==> src/rtl/instruction_fetch.sv <==
// instruction_fetch: single-outstanding fetch unit with redirect/kill handling; FETCH_MISALIGN_CHECK_EN traps misaligned redirect targets
module instruction_fetch #(
  parameter int XLEN = 32,
  parameter logic [XLEN-1:0] RESET_VECTOR = '0
) (
  input  logic            clk,
  input  logic            rst,
  input  logic            fetch_en,
  input  logic            decode_ready,
  input  logic            redirect_en,
  input  logic [XLEN-1:0] redirect_pc,
  output logic            imem_req,
  output logic [XLEN-1:0] imem_addr,
  input  logic            imem_ack,
  input  logic [31:0]     imem_rdata,
  output logic [31:0]     inst,
  output logic [XLEN-1:0] curr_pc_fd,
  output logic [XLEN-1:0] next_pc_fd,
  output logic            inst_valid,
  output logic            inst_misalign
);
  localparam logic [31:0] NOP = 32'h0000_0013;
  typedef enum logic [1:0] {IDLE, REQ, FULL} state_t;
  state_t state_q, state_d, go;
  logic [XLEN-1:0] pc_q, pc_d, tgt_q, tgt_d, curr_q, curr_d, next_q, next_d;
  logic [XLEN-1:0] rpc, jmp;
  logic [31:0] inst_q, inst_d;
  logic kill_q, kill_d, valid_q, valid_d, mis_q, mis_d;
  logic take, jmp_mis;
`ifdef FETCH_MISALIGN_CHECK_EN
  assign rpc = redirect_pc;
`else
  assign rpc = redirect_pc & ~XLEN'(3);
`endif
  // a killed request that finally gets its ack jumps to the pending target unless a newer redirect arrives
  assign jmp = (state_q == REQ && !redirect_en) ? tgt_q : rpc;
`ifdef FETCH_MISALIGN_CHECK_EN
  assign jmp_mis = |jmp[1:0];
`else
  assign jmp_mis = 1'b0;
`endif
  assign imem_req      = (state_q == REQ);
  assign imem_addr     = pc_q;
  assign inst          = inst_q;
  assign curr_pc_fd    = curr_q;
  assign next_pc_fd    = next_q;
  assign inst_valid    = valid_q;
  assign inst_misalign = mis_q;
  // next-state: request tracking, capture, consume, and redirect application
  always_comb begin
    state_d = state_q;
    pc_d    = pc_q;
    tgt_d   = tgt_q;
    kill_d  = kill_q;
    inst_d  = inst_q;
    curr_d  = curr_q;
    next_d  = next_q;
    valid_d = valid_q;
    mis_d   = mis_q;
    take    = 1'b0;
    go      = fetch_en ? REQ : IDLE;
    unique case (state_q)
      IDLE: begin
        take = redirect_en;
        if (!redirect_en && fetch_en) state_d = REQ;
      end
      REQ: begin
        if (imem_ack && (kill_q || redirect_en)) begin
          kill_d = 1'b0;
          take   = 1'b1;
          go     = REQ;
        end else if (imem_ack) begin
          inst_d  = imem_rdata;
          curr_d  = pc_q;
          next_d  = pc_q + XLEN'(4);
          valid_d = 1'b1;
          state_d = FULL;
        end else if (redirect_en) begin
          tgt_d  = rpc;
          kill_d = 1'b1;
        end
      end
      FULL: begin
        take = redirect_en;
        if (redirect_en || decode_ready) begin
          valid_d = 1'b0;
          mis_d   = 1'b0;
          pc_d    = pc_q + XLEN'(4);
          state_d = go;
        end
      end
      default: state_d = IDLE;
    endcase
    if (take) begin
      pc_d    = {jmp[XLEN-1:2], 2'b00};
      state_d = jmp_mis ? FULL : go;
      if (jmp_mis) begin
        inst_d  = NOP;
        curr_d  = jmp;
        next_d  = jmp + XLEN'(4);
        valid_d = 1'b1;
        mis_d   = 1'b1;
      end
    end
  end
  // state and datapath registers
  always_ff @(posedge clk or posedge rst) begin
    if (rst) begin
      state_q <= IDLE;
      pc_q    <= RESET_VECTOR;
      tgt_q   <= '0;
      kill_q  <= 1'b0;
      inst_q  <= NOP;
      curr_q  <= '0;
      next_q  <= '0;
      valid_q <= 1'b0;
      mis_q   <= 1'b0;
    end else begin
      state_q <= state_d;
      pc_q    <= pc_d;
      tgt_q   <= tgt_d;
      kill_q  <= kill_d;
      inst_q  <= inst_d;
      curr_q  <= curr_d;
      next_q  <= next_d;
      valid_q <= valid_d;
      mis_q   <= mis_d;
    end
  end
endmodule

==> config.mk <==
export PLATFORM = sky130hd
export DESIGN_NAME = instruction_fetch
export DESIGN_NICKNAME = d
export VERILOG_FILES = /design/src/rtl/instruction_fetch.sv
export SDC_FILE = /design/constraint.sdc
export NUM_CORES = 1
export LEC_CHECK = 0
export ABC_CLOCK_PERIOD_IN_PS = 11900
export CAP_MARGIN = 10
export CORE_UTILIZATION = 40
export DETAILED_ROUTE_END_ITERATION = 7
export DONT_BUFFER_PORTS = 1
export PLACE_DENSITY = 0.63
export SLEW_MARGIN = 25
export SYNTH_ARGS = -nofsm -noshare
export SYNTH_HDL_FRONTEND = slang
export SYNTH_SLANG_ARGS = --single-unit
==> constraint.sdc <==
create_clock -name clk -period 11.9 [get_ports clk]
set_input_delay 1.785 -clock clk [delete_from_list [all_inputs] [get_ports clk]]
set_output_delay 1.785 -clock clk [all_outputs]
set_load 0.05 [all_outputs]
== Word level (Yosys, flattened, before mapping) ==
Cells that the tools add are included.
Cells by class
  add/sub/neg operators: 1
  eq/ne operators: 10
  muxes and demuxes: 22
  bitwise gates (word level): 2
  reduce and logical (&&, ||, !) cells: 18
Operators with widths (number)
  $mux 32: 4
  $add 32x3->32 const B: 1
  $mux 2: 6
  $reduce_and 4->1: 3
  $mux 1: 9
  $ne 3x3->1 const B: 3
  $reduce_bool 2->1: 4
  $pmux 2 s3: 1
  $reduce_and 3->1: 2
  $ne 2x1->1 const B: 2
  $ne 2x2->1 const B: 2
  $pmux 1 s2: 2
  $logic_and 1x1->1: 3
  $ne 3x1->1 const B: 1
  $eq 2x1->1 const B: 1
  $eq 2x2->1 const B: 1
  $logic_not 2->1: 1
  $logic_or 1x1->1: 2
  $not 1->1: 2
  $reduce_and 2->1: 1
  $reduce_or 2->1: 1
  $logic_not 1->1: 1
Word-level totals
  bits in registers: 162
  input port bits: 70
  output and inout bits: 131
  word-level logic and storage cells: 61

== Longest topological paths before layout ==
  word-level depth: 6
  mapped depth: 8
  gate-level depth less buffers: 6

== Worst setup path after synthesis ==
Ideal clock, no wire load.
  path kind: input to register
  from: input port redirect_en
  to: register pc_q[23], in the netlist imem_addr[23]
  data arrival time: 3141 ps
  data required time: 11762 ps
  path slack: 8620 ps
  stages on the path: 6
  cells stage by stage: clkbuf_1 nor3b_2 buf_2 mux2_2 o22ai_1 a2bb2oi_1
Between the ends
  longest elaborated chain between the ends: 6
  elaborated cells on any way between the ends: 12
  those cells by class: mux: 4; reduce/logical: 8
RTL lines
  start: declaration: RTL line 10  | input logic redirect_en,
  $logic_or 1x1->1: RTL line 68  | if (imem_ack && (kill_q || redirect_en)) begin
  $logic_and 1x1->1: RTL line 68
  $mux 1: RTL line 68
  $pmux 1 s2: RTL line 62  | unique case (state_q)
  $reduce_bool 2->1 (no line)
  $reduce_and 2->1 (no line)
  end signal: assignment: RTL line 120  | pc_q <= pc_d;
  end: declaration: RTL line 25  | logic [XLEN-1:0] pc_q, pc_d, tgt_q, tgt_d, curr_q, curr_d, next_q, next_d;
Parallel ways exist; a longest one is shown, timed or not.
A chain may end at the register's enable or synchronous reset.

== Worst setup path in the final report ==
  from: register state_q[0]
  to: output port imem_req
Between the ends
  longest elaborated chain between the ends: 1
RTL lines
  start: declaration: RTL line 24  | state_t state_q, state_d, go;
  start signal: assignment: RTL line 119  | state_q <= state_d;
  $eq 2x1->1: RTL line 42  | assign imem_req = (state_q == REQ);
  end: declaration: RTL line 12  | output logic imem_req,
Every way passes these cells.

==> flow_metrics.py <==
metrics = {
    "cts": {
        "cts-hold-fix-buffers": 0,
        "path_clk_slew_ns": 0.06,
        "cts_tree": "yes",
        "cts_resized": 0,
        "h-tree-depth": 4,
        "clock_latency_ns": 0.42,
        "cts_buffers": 17,
        "cts_sinks": 156,
        "cts_setup_buffers": 0,
        "root_buffer": "clkbuf_16",
        "ctsLongestPathBuffers": 2,
    },
    "hold_path": {
        "worst_hold_path_type": "register to register",
    },
    "timing": {
        "slew_headroom_pct": 46.7,
        "final.setup_skew_ns": 0.00435,
        "fin_crit_sh_pct": 27.3,
        "min_period_ns": 3.25,
        "finalHoldViolations": 0,
        "rsz0062_at_grt": "no",
        "finalSetupViolCount": 0,
        "worstMarginPinSlew_ns": 0.799,
        "slew_viol_final": 0,
        "setup_tns_ns": 0,
        "clock.fmax_mhz": 308,
    },
    "place": {
        "place_congestion": 0.821,
        "portBuffers": 0,
        "dp_hpwl_mm": 11.9,
    },
    "floorplanning": {
        "placementRows": 49,
        "die_w_um": 137,
        "start_util_pct": 40.8,
        "die_h_um": 137,
        "core_area_um2": 18000,
        "die_area_um2": 18900,
        "io_pins": 201,
    },
    "job": {
        "drv_cap": 0,
    },
    "setup_path": {
        "crit_type": "register to primary output",
        "cp_data_arrival_time_ns": 1.46,
        "start_kind": "register",
        "required_ns": 10.12,
        "path_max_fanout": 10,
        "cp-end-kind": "primary output",
    },
    "grt": {
        "grtUsageTotal_pct": 18.3,
        "grt_pass1_vias": 4655,
        "grt_pass1_wl_mm": 25.7,
        "grt_max_degree": 109,
        "antenna_found_initial": 0,
        "grt_overflow_total": 0,
    },
    "outcome": {
        "outcome": "complete, no violations",
    },
    "drt": {
        "ant_nets": 0,
        "dr_total_vias": 4783,
        "drt-total-wl_mm": 16.8,
        "route.detailed.drc": 0,
        "wl_per_cell_um": 19.5,
        "first_iter_violations": 258,
        "via_per_inst": 5.55,
        "first_pass_iters": 4,
    },
    "synthesis": {
        "synth_top_area_share_pct": 52.3,
        "synth_flop_cell": "dfrtp_1",
        "syn_area_um2": 7330,
        "ys_ff_latch": 156,
        "synth_cells": 636,
        "synth_seq_area_share_pct": 53.3,
        "yosysWarnings": 0,
        "synth_cell_type_count": 55,
        "async_flop_share_pct": 100,
        "yosysMostFrequentCell": "dfrtp_1",
        "synthTopCellsByArea": "dfrtp_1 52%, mux2_2 15%, nand2_1 3.2%, o21ai_0 3.1%, mux2i_1 2.3%",
        "avgSynthCellArea_um2": 11.5,
        "synthTopCellsByCount": "153 x dfrtp_1, 97 x mux2_2, 62 x nand2_1",
        "synth-edff-count": 0,
        "synth_largest_area_cell": "dfrtp_1",
    },
    "final_layout": {
        "num_antenna_cells": 0,
        "nets": 691,
        "area_growth_pct": 10.4,
        "drive_gt1_share_pct": 25.1,
    },
}
==> registers in the layout (all words and copies together), names as in the netlist <==
name        cells
curr_pc_fd     30
imem_addr      30
inst           32
inst_valid      1
kill_q          1
next_pc_fd     30
state_q         2
tgt_q          30
==> cells by family after synthesis <==
logic type / count (synthesis) / share of synthesized area [%]
compound gates: 133 / 11.2
xor+xnor: 29 / 3.47
fa+ha+maj: 1 / 0.171
buf+inv: 56 / 4.00
flops: 156 / 53.3
mux: 114 / 17.2
other cells: 1 / 0.0512
simple gates: 146 / 10.5
==> per-stage QoR <==
stage | hold slack, ns | instance area, µm² | util [%] | worst slack [ns] | std cells
2_1_floorplan | 0.472 | 7350 | - | 5.91 | 642
3_3_place_gp | 0.481 | 7460 | 41.5 | 8.24 | 830
3_5_place_dp | 0.492 | 7470 | 41.6 | 8.19 | 830
4_1_cts | 0.505 | 8080 | 45.0 | 8.64 | 862
5_1_grt | 0.519 | 8090 | 45.0 | 8.58 | 862
6_report | 0.500 | 8090 | 45.0 | 8.65 | 862
==> critical path, stage by stage (launching register included) <==
cell and delay, ns:
dfrtp_1 0.54, nor2b_1 0.23, buf_4 0.27
==> final timing paths <==
check	to	slack [ns]	cells after the start	startpoint
worst min register to register	tgt_q[16]	0.50	1	tgt_q[16]
min in group asynchronous	next_pc_fd[22]	1.31	1	rst
worst max-delay path	imem_req	8.65	2	state_q[0]
worst max register to register	imem_addr[29]	9.15	5	imem_addr[4]
max in group asynchronous	inst[3]	9.34	2	rst
worst min-delay path	tgt_q[16]	0.50	1	tgt_q[16]
==> layout make-up <==
type                    count  area (µm²)
multi-input cells         430        3180
fillers                  1624        9880
well taps                 229         287
clock buffers              18         439
clock inverters            14         170
inverters                   6        27.5
flip-flops and latches    156        3910
repair buffers              9        75.1
==> layer usage <==
layer | global-route usage (%) | wire length [µm]
met5 | 0 | 0
met4 | 5.25 | 176
met3 | 8.65 | 1760
met2 | 27.6 | 7690
met1 | 23.2 | 7140
==> layout by cell type, fill, tap and decap left out, types with 10 or more instances in the layout <==
cell / n
a21oi_1: 29
and3_1: 11
o21ai_0: 46
xnor2_1: 17
mux2_2: 97
nand2_1: 62
nand3_1: 10
mux2i_1: 17
nor2_1: 17
dfrtp_1: 153
o22ai_1: 10
xor2_1: 12
clkbuf_16: 17
nand4_1: 10
Power is not shown: default switching activity piles up to over one toggle a cycle in this logic, so the estimate is an artifact.
